[src/rtl/tx_frame_controller.sv]
// rtl/tx_frame_controller.sv - byte-frame sequencer for the serial TX timer and shift register
//
// Purpose:
//   Takes one byte at a time from the TX byte FIFO and builds a frame
//   {stop=1, data, start=0}. It parallel-loads the frame into the TX shift
//   register and runs the bit timer. It counts shift strobes to the end of
//   the frame, then holds the line idle for GAP_CYCLES clocks before it
//   accepts the next byte.
//
// Ports:
//   clk           - system clock, rising edge
//   rst           - synchronous active-high reset
//   tx_valid      - upstream byte available
//   tx_data       - byte to send, captured when tx_valid & tx_ready
//   tx_ready      - byte can be accepted (IDLE only, combinational)
//   abort         - cancel the frame in progress (ignored in IDLE)
//   shift_strobe  - timer pulse at the end of each bit period
//   clear_timer   - synchronous clear of the timer counters
//   disable_timer - 1 freezes the timer
//   load_enable   - one-cycle parallel load of load_data
//   load_data     - {1'b1, byte, 1'b0}; start bit (LSB) goes out first
//   busy          - controller is not IDLE
//   frame_done    - one-cycle pulse when a frame and its gap are complete
//   aborted       - one-cycle pulse when an abort is taken
//   frame_count   - completed frames, wraps modulo 2^CNT_W

module tx_frame_controller #(
  parameter int DATA_BITS  = 8,
  parameter int GAP_CYCLES = 28,
  parameter int CNT_W      = 16
) (
  input  logic                 clk,
  input  logic                 rst,
  input  logic                 tx_valid,
  input  logic [DATA_BITS-1:0] tx_data,
  output logic                 tx_ready,
  input  logic                 abort,
  input  logic                 shift_strobe,
  output logic                 clear_timer,
  output logic                 disable_timer,
  output logic                 load_enable,
  output logic [DATA_BITS+1:0] load_data,
  output logic                 busy,
  output logic                 frame_done,
  output logic                 aborted,
  output logic [CNT_W-1:0]     frame_count
);

  localparam int FB   = DATA_BITS + 2;
  localparam int BS_W = $clog2(FB + 1);
  localparam int GW   = (GAP_CYCLES > 1) ? $clog2(GAP_CYCLES) : 1;

  localparam logic [BS_W-1:0] BS_LAST  = BS_W'(FB - 1);
  localparam logic [GW-1:0]   GAP_LAST = GW'((GAP_CYCLES > 0) ? (GAP_CYCLES - 1) : 0);

  typedef enum logic [1:0] {
    S_IDLE,
    S_LOAD,
    S_SEND,
    S_GAP
  } state_e;

  state_e              state_q, state_d;
  logic [BS_W-1:0]     bits_q, bits_d;
  logic [GW-1:0]       gap_q, gap_d;
  logic [FB-1:0]       load_data_q, load_data_d;
  logic [CNT_W-1:0]    count_q, count_d;
  logic                clear_q, clear_d;
  logic                disable_q, disable_d;
  logic                load_en_q, load_en_d;
  logic                busy_q, busy_d;
  logic                done_q, done_d;
  logic                aborted_q, aborted_d;

  // Every output except tx_ready is registered. The next-state logic
  // computes each output value for the state being entered, so the
  // outputs line up with the state they describe.
  always_comb begin
    state_d     = state_q;
    bits_d      = bits_q;
    gap_d       = gap_q;
    load_data_d = load_data_q;
    count_d     = count_q;
    clear_d     = 1'b0;
    disable_d   = 1'b1;
    load_en_d   = 1'b0;
    done_d      = 1'b0;
    aborted_d   = 1'b0;

    unique case (state_q)
      S_IDLE: begin
        if (tx_valid) begin
          load_data_d = {1'b1, tx_data, 1'b0};
          load_en_d   = 1'b1;
          clear_d     = 1'b1;
          bits_d      = '0;
          state_d     = S_LOAD;
        end
      end

      S_LOAD: begin
        if (!abort) begin
          disable_d = 1'b0;
          state_d   = S_SEND;
        end
      end

      S_SEND: begin
        if (!abort) begin
          disable_d = 1'b0;
          if (shift_strobe) begin
            if (bits_q == BS_LAST) begin
              // The last bit period is over. Stop and clear the timer
              // so that the line rests at the stop level.
              clear_d   = 1'b1;
              disable_d = 1'b1;
              if (GAP_CYCLES == 0) begin
                done_d  = 1'b1;
                count_d = count_q + CNT_W'(1);
                state_d = S_IDLE;
              end else begin
                gap_d   = '0;
                state_d = S_GAP;
              end
            end else begin
              bits_d = bits_q + BS_W'(1);
            end
          end
        end
      end

      S_GAP: begin
        if (!abort) begin
          if (gap_q == GAP_LAST) begin
            done_d  = 1'b1;
            count_d = count_q + CNT_W'(1);
            state_d = S_IDLE;
          end else begin
            gap_d = gap_q + GW'(1);
          end
        end
      end

      default: state_d = S_IDLE;
    endcase

    // Abort takes priority over the final strobe and the end of the gap.
    // The frame is dropped and not counted, and the line goes back to idle.
    if (abort && (state_q != S_IDLE)) begin
      state_d     = S_IDLE;
      clear_d     = 1'b1;
      disable_d   = 1'b1;
      aborted_d   = 1'b1;
      done_d      = 1'b0;
      load_en_d   = 1'b0;
      count_d     = count_q;
      load_data_d = '1;
      bits_d      = '0;
      gap_d       = '0;
    end

    busy_d = (state_d != S_IDLE);
  end

  always_ff @(posedge clk) begin
    if (rst) begin
      state_q     <= S_IDLE;
      bits_q      <= '0;
      gap_q       <= '0;
      load_data_q <= '1;
      count_q     <= '0;
      clear_q     <= 1'b0;
      disable_q   <= 1'b1;
      load_en_q   <= 1'b0;
      busy_q      <= 1'b0;
      done_q      <= 1'b0;
      aborted_q   <= 1'b0;
    end else begin
      state_q     <= state_d;
      bits_q      <= bits_d;
      gap_q       <= gap_d;
      load_data_q <= load_data_d;
      count_q     <= count_d;
      clear_q     <= clear_d;
      disable_q   <= disable_d;
      load_en_q   <= load_en_d;
      busy_q      <= busy_d;
      done_q      <= done_d;
      aborted_q   <= aborted_d;
    end
  end

  assign tx_ready      = (state_q == S_IDLE);
  assign clear_timer   = clear_q;
  assign disable_timer = disable_q;
  assign load_enable   = load_en_q;
  assign load_data     = load_data_q;
  assign busy          = busy_q;
  assign frame_done    = done_q;
  assign aborted       = aborted_q;
  assign frame_count   = count_q;

endmodule

[config.mk]
export PLATFORM = sky130hd
export DESIGN_NAME = tx_frame_controller
export DESIGN_NICKNAME = d
export VERILOG_FILES = /design/src/rtl/tx_frame_controller.sv
export SDC_FILE = /design/constraint.sdc
export NUM_CORES = 1
export LEC_CHECK = 0
export ABC_AREA = 1
export CORE_MARGIN = 2
export CORE_UTILIZATION = 40
export DETAILED_ROUTE_END_ITERATION = 16
export GPL_TIMING_DRIVEN = 0
export PLACE_DENSITY = 0.66
export SYNTH_ARGS = -nofsm -noshare
export SYNTH_HDL_FRONTEND = slang
export SYNTH_SLANG_ARGS = --single-unit
[constraint.sdc]
create_clock -name clk -period 1.8 [get_ports clk]
set_input_delay 0.27 -clock clk [delete_from_list [all_inputs] [get_ports clk]]
set_output_delay 0.27 -clock clk [all_outputs]
set_load 0.01 [all_outputs]
==> results of run 1 <==
synthesized netlist by cell type, drive strengths merged:
master / count / area share
nand2: 95 / 0.17
dfxtp: 42 / 0.40
inv: 40 / 0.071
nor2: 39 / 0.086
nand3: 28 / 0.073
a21oi: 20 / 0.047
o21ai: 11 / 0.026
ha: 8 / 0.047
buf: 5 / 0.016
nand4: 5 / 0.015
xor2: 4 / 0.016
nor3: 3 / 0.0094
a31oi: 2 / 0.0059
clkbuf: 2 / 0.0035
or2: 2 / 0.0059
conb: 1 / 0.0018
nor3b: 1 / 0.0059
xnor2: 1 / 0.0041
what timing repair did:
action	4_1_cts	5_1_grt
gates cloned	0	0
endpoints found under the setup margin	1	3
resized for setup	3	3
kinds of logic after synthesis:
| group | after synthesis | share of synthesized area |
|---|---|---|
| AND/OR/NAND/NOR | 173 | 0.3653 |
| buffers and inverters | 47 | 0.09016 |
| flip-flops | 42 | 0.3960 |
| AO/OA/AOI/OAI | 33 | 0.07896 |
| adder cells (fa/ha/maj) | 8 | 0.04714 |
| XOR/XNOR | 5 | 0.02062 |
| other | 1 | 0.001766 |
worst min path at each step:
stage	slack, ns	to	start	cells after the start
final	0.27	frame_count[4]$_SDFFE_PP0P_	rst	2
after global routing	0.29	frame_count[1]$_SDFFE_PP0P_	rst	2
after CTS	0.27	frame_count[4]$_SDFFE_PP0P_	rst	2
after detailed placement	0.45	load_data[0]$_SDFFE_PP1P_	load_data[0]$_SDFFE_PP1P_	2
after global placement	0.44	load_data[0]$_SDFFE_PP1P_	load_data[0]$_SDFFE_PP1P_	2
after floorplan	0.39	disable_timer$_SDFF_PP1_	shift_strobe	2
critical path, delay by kind of cell, from the launching register on:
kind          cells  cell delay (ns)
fa+ha+maj         1             0.18
buf+inv           4             0.51
flops             1             0.35
simple gates      3             0.42
cell usage in the layout, fill, tap and decap left out, types with 2 or more instances in the layout:
cell type / instances
a21oi_1: 20
a31oi_1: 2
buf_2: 3
clkbuf_1: 3
clkbuf_8: 5
clkdlybuf4s50_1: 42
dfxtp_1: 41
ha_1: 6
inv_1: 35
inv_2: 5
nand2_1: 93
nand2_2: 2
nand3_1: 25
nand3_2: 3
nand4_1: 5
nor2_1: 34
nor2_2: 2
nor2_4: 2
nor3_1: 2
o21ai_0: 6
o21ai_1: 5
xor2_1: 4
flip-flops by register name, summed over array words and instances (netlist names):
name,cells
load_enable,1
busy,1
disable_timer,1
gap_q,5
bits_q,4
load_data,9
aborted,1
clear_timer,1
state_q,2
frame_count,16
frame_done,1
area by class of cell:
type,instances,area [µm²]
fill,531,2337
multi-input combinational,220,1106
sequential,42,842.1
timing repair buffer,43,432.9
inverter,40,150.1
tap,70,87.58
clock buffer,6,72.57
buffer,7,41.29
clock inverter,2,37.54
layer usage:
layer,share of wire,track usage
met4,0.0091,0.04727
met2,0.46,0.2658
met1,0.48,0.2144
met3,0.054,0.03765
met5,0,0
through the flow:
stage               setup WS (ns)  total power, mW  area [µm²]
finish                     0.2186            2.921        2770
global route              0.03831            3.125        2770
CTS                       0.01973            2.953        2764
detailed placement       -0.03822            2.173        2641
global placement         -0.04235            2.167        2641
floorplan                  0.3418            1.756        2123
where the power goes:
part / switching, mW / internal (mW)
Sequential: 0.0848 / 1.08
Clock: 0.328 / 0.414
Combinational: 0.560 / 0.458
==> reports/qor.yml, run 1 <==
status: "finished, final reports clean"
antenna_cells: 0
tns_ns: 0
r2r-end: "disable_timer$_SDFF_PP1_"
hold_ws_ns: 0.2710
synth_seq_cells: 42
clk_pin_slew_ns: 0.08
dp.cells: 422
crit_required_ns: 1.96
path_common_cell: "inv_2"
die_x_um: 76.86
hold_buffers: 0
vias: 1999
place.gp.congestion: 0.8145
p_leak_nw: 1.147
nets: 380
synth.distinct_cells: 29
track_usage: 0.1629
cts_tree: "yes"
peakVddDrop_mv: 0.6402
reg2reg_depth: 8
grt_pass1_wl_mm: 8.045
syn_to_final_growth_pct: 30.47
synth_warnings: 0
hold_path.class: "primary input to register"
dpl.hpwl_mm: 3.405
ff2ff_setup_slack_ns: 0.22
globalRouteOverflowTotal: 0
fin_crit_ns: 1.581
syn_nets: 330
cp_cell_sequence: "inv_2, ha_4, inv_1, nand2_1, nand2_2, inv_2, buf_2, nand4_1"
drv_slew: 0
crit_fanout: 10
timing.final.crit_share: 0.8786
rows: 26
grt_max_degree: 14
antenna_found_initial: 0
die_y_um: 76.86
drv_cap: 0
cp-start-kind: "register"
crit_slowest_cell: "dfxtp_1"
rsz0062_at_grt: "false"
hold_viol: 0
die-area_um2: 5907
dr.pass1.iters: 4
finalNonFillerCells: 430
seq_area_frac_synth: 0.3960
post_cts_buffers: 0
htreeDepth: 2
syn_inst: 309
grt_pass1_vias: 1809
max_freq_mhz: 632.3
drtIter0Drc: 73
via_per_inst: 4.649
start_util: 0.4157
worstSetupEndpoint: "disable_timer$_SDFF_PP1_"
synthesis.area_um2: 2123
pin_count: 46
postLayoutCoreUtil: 0.5424
ant_nets: 0
critical_path_arrival_ns: 1.74
core_um2: 5107
critPathMaxStageDelay_ns: 0.35
cts_buffers: 5
r2r-start: "state_q[0]$_SDFF_PP0_"
critPathKind: "register to register"
crit_start: "state_q[0]$_SDFF_PP0_"
end_kind: "register"
avgSynthCellArea_um2: 6.871
layout-drive-gt1-share: 0.08889
post-route-drc-count: 0
clk_latency_ns: 0.29
routed_wl_mm: 4.514
clockRootBuffer: "clkbuf_8"
io_buffers: 43
setup_viol: 0
clockBufferDepth: 2
p_per_area_nw_per_um2: 1054
finClkSkew_ns: 0.005277
wl_per_cell_um: 10.50
cts.sinks: 42
(Power assumes the default switching activity.)
==> run 2, diff against run 1 <==
- CTS_BUF_LIST: not set -> sky130_fd_sc_hd__clkbuf_8
==> reports/qor.yml, run 2 (same netlist as run 1, synthesis figures left out) <==
peakVddDrop_mv: 0.6402
p_per_area_nw_per_um2: 1053
place_area_um2: 2641
nets: 380
finalInstanceArea_um2: 2770
drtIter0Drc: 74
track_usage: 0.1629
crit_fanout: 10
syn_to_final_growth_pct: 30.47
status: "finished, final reports clean"
die_x_um: 76.86
cts.sinks: 42
postLayoutCoreUtil: 0.5424
vias: 1999
layout_commonest_cell: "nand2_1"
timing.final.crit_share: 0.8786
post_cts_buffers: 0
clk_pin_slew_ns: 0.08
finClkSkew_ns: 0.005633
multi_input_area_um2: 1106
core_um2: 5107
globalRouteOverflowTotal: 0
pin_count: 46
htreeDepth: 2
route.met2.wl_mm: 2.064
io_buffers: 43
die_y_um: 76.86
start_util: 0.4157
dr.pass1.iters: 4
rsz0062_at_grt: "false"
post-route-drc-count: 0
seq_area_um2: 842.1
hold_viol: 0
routed_wl_mm: 4.516
antenna_cells: 0
ant_nets: 0
wl_met3_um: 244
crit_required_ns: 1.96
critical_path_arrival_ns: 1.74
layout-drive-gt1-share: 0.08889
p_leak_nw: 1.152
drt-met1-wl_mm: 2.166
hold_path.class: "primary input to register"
largest_reg_flops: 16
clk_latency_ns: 0.29
via_per_inst: 4.649
grt_max_degree: 14
die-area_um2: 5907
fill_cells: 531
grt_pass1_wl_mm: 8.045
top_layer: "met4"
rows: 26
dpl.hpwl_mm: 3.405
place.gp.congestion: 0.8145
cts_buffers: 5
grt_pass1_vias: 1809
clockRootBuffer: "clkbuf_8"
cp-start-kind: "register"
antenna_found_initial: 0
final_cell_mix: "93 x nand2_1, 42 x clkdlybuf4s50_1, 41 x dfxtp_1, 36 x inv_1, 34 x nor2_1"
clockBufferDepth: 2
fin_crit_ns: 1.581
wl_per_cell_um: 10.50
end_kind: "register"
setup_viol: 0
cts_tree: "yes"
max_freq_mhz: 632.3
critPathKind: "register to register"
drv_slew: 0
drv_cap: 0
-- run 2: cell count changes in the layout (fill, tap and decap cells not counted) --
cell	previous run	this run
inv_1	35	36
clkbuf_1	3	2
-- run 2: what timing repair did --
action	CTS	global route
resized for setup	3	3
hold buffers	0	0
pin swaps	0	0
setup endpoints to repair	1	3
-- run 2: per-layer routing --
| metal | track usage | vias up |
|---|---|---|
| met5 | 0 | - |
| met4 | 0.04727 | 0 |
| met3 | 0.03765 | 6 |
| met2 | 0.2658 | 49 |
| met1 | 0.2144 | 874 |
| li1 | - | 1070 |
-- run 2: metrics by stage --
step	std cells	power [mW]	hold slack [ns]	setup WS (ns)	setup TNS, ns
2_1_floorplan	309	1.756	0.3857	0.3418	0
3_3_place_gp	422	2.167	0.4395	-0.04235	-0.04235
5_1_grt	430	3.120	0.2906	0.03831	0
3_5_place_dp	422	2.173	0.4482	-0.03822	-0.03822
4_1_cts	430	2.948	0.2744	0.01973	0
6_report	430	2.916	0.2705	0.2186	0
-- run 2: final cells by class --
| type | count | share of cell area |
|---|---|---|
| Sequential cell | 42 | 0.3040 |
| Timing Repair Buffer | 43 | 0.1563 |
| Clock inverter | 3 | 0.01491 |
| Clock buffer | 5 | 0.02484 |
| Buffer | 7 | 0.01491 |
| Inverter | 40 | 0.05420 |
| Tap cell | 70 | 0.03162 |
| Multi-Input combinational cell | 220 | 0.3993 |
-- run 2: where the power goes --
part	switching, mW	total [mW]	internal, mW
Combinational	0.560	1.02	0.458
Clock	0.328	0.737	0.408
Sequential	0.0848	1.16	1.08
-- run 2: worst paths after layout --
check	from	cells after the start	slack, ns	endpoint
worst max-delay path	state_q[0]$_SDFF_PP0_	8	0.22	disable_timer$_SDFF_PP1_
worst min-delay path	rst	2	0.27	frame_count[4]$_SDFFE_PP0P_
worst max register to register	state_q[0]$_SDFF_PP0_	8	0.22	disable_timer$_SDFF_PP1_
worst min register to register	load_data[0]$_SDFFE_PP1P_	2	0.46	load_data[0]$_SDFFE_PP1P_
-- run 2: critical path: stages (launching register included) --
cell and delay [ns]:
dfxtp_1 0.35, inv_2 0.12, ha_4 0.18, inv_1 0.07, nand2_1 0.11, nand2_2 0.17, inv_2 0.11, buf_2 0.21
nand4_1 0.14
==> run 3, diff against run 2 <==
- CTS_CLUSTER_SIZE: not set -> 30
- SLEW_MARGIN: not set -> 20
==> results of run 3 <==
The final DEF is identical to that of run 2; final timing and power are the same.
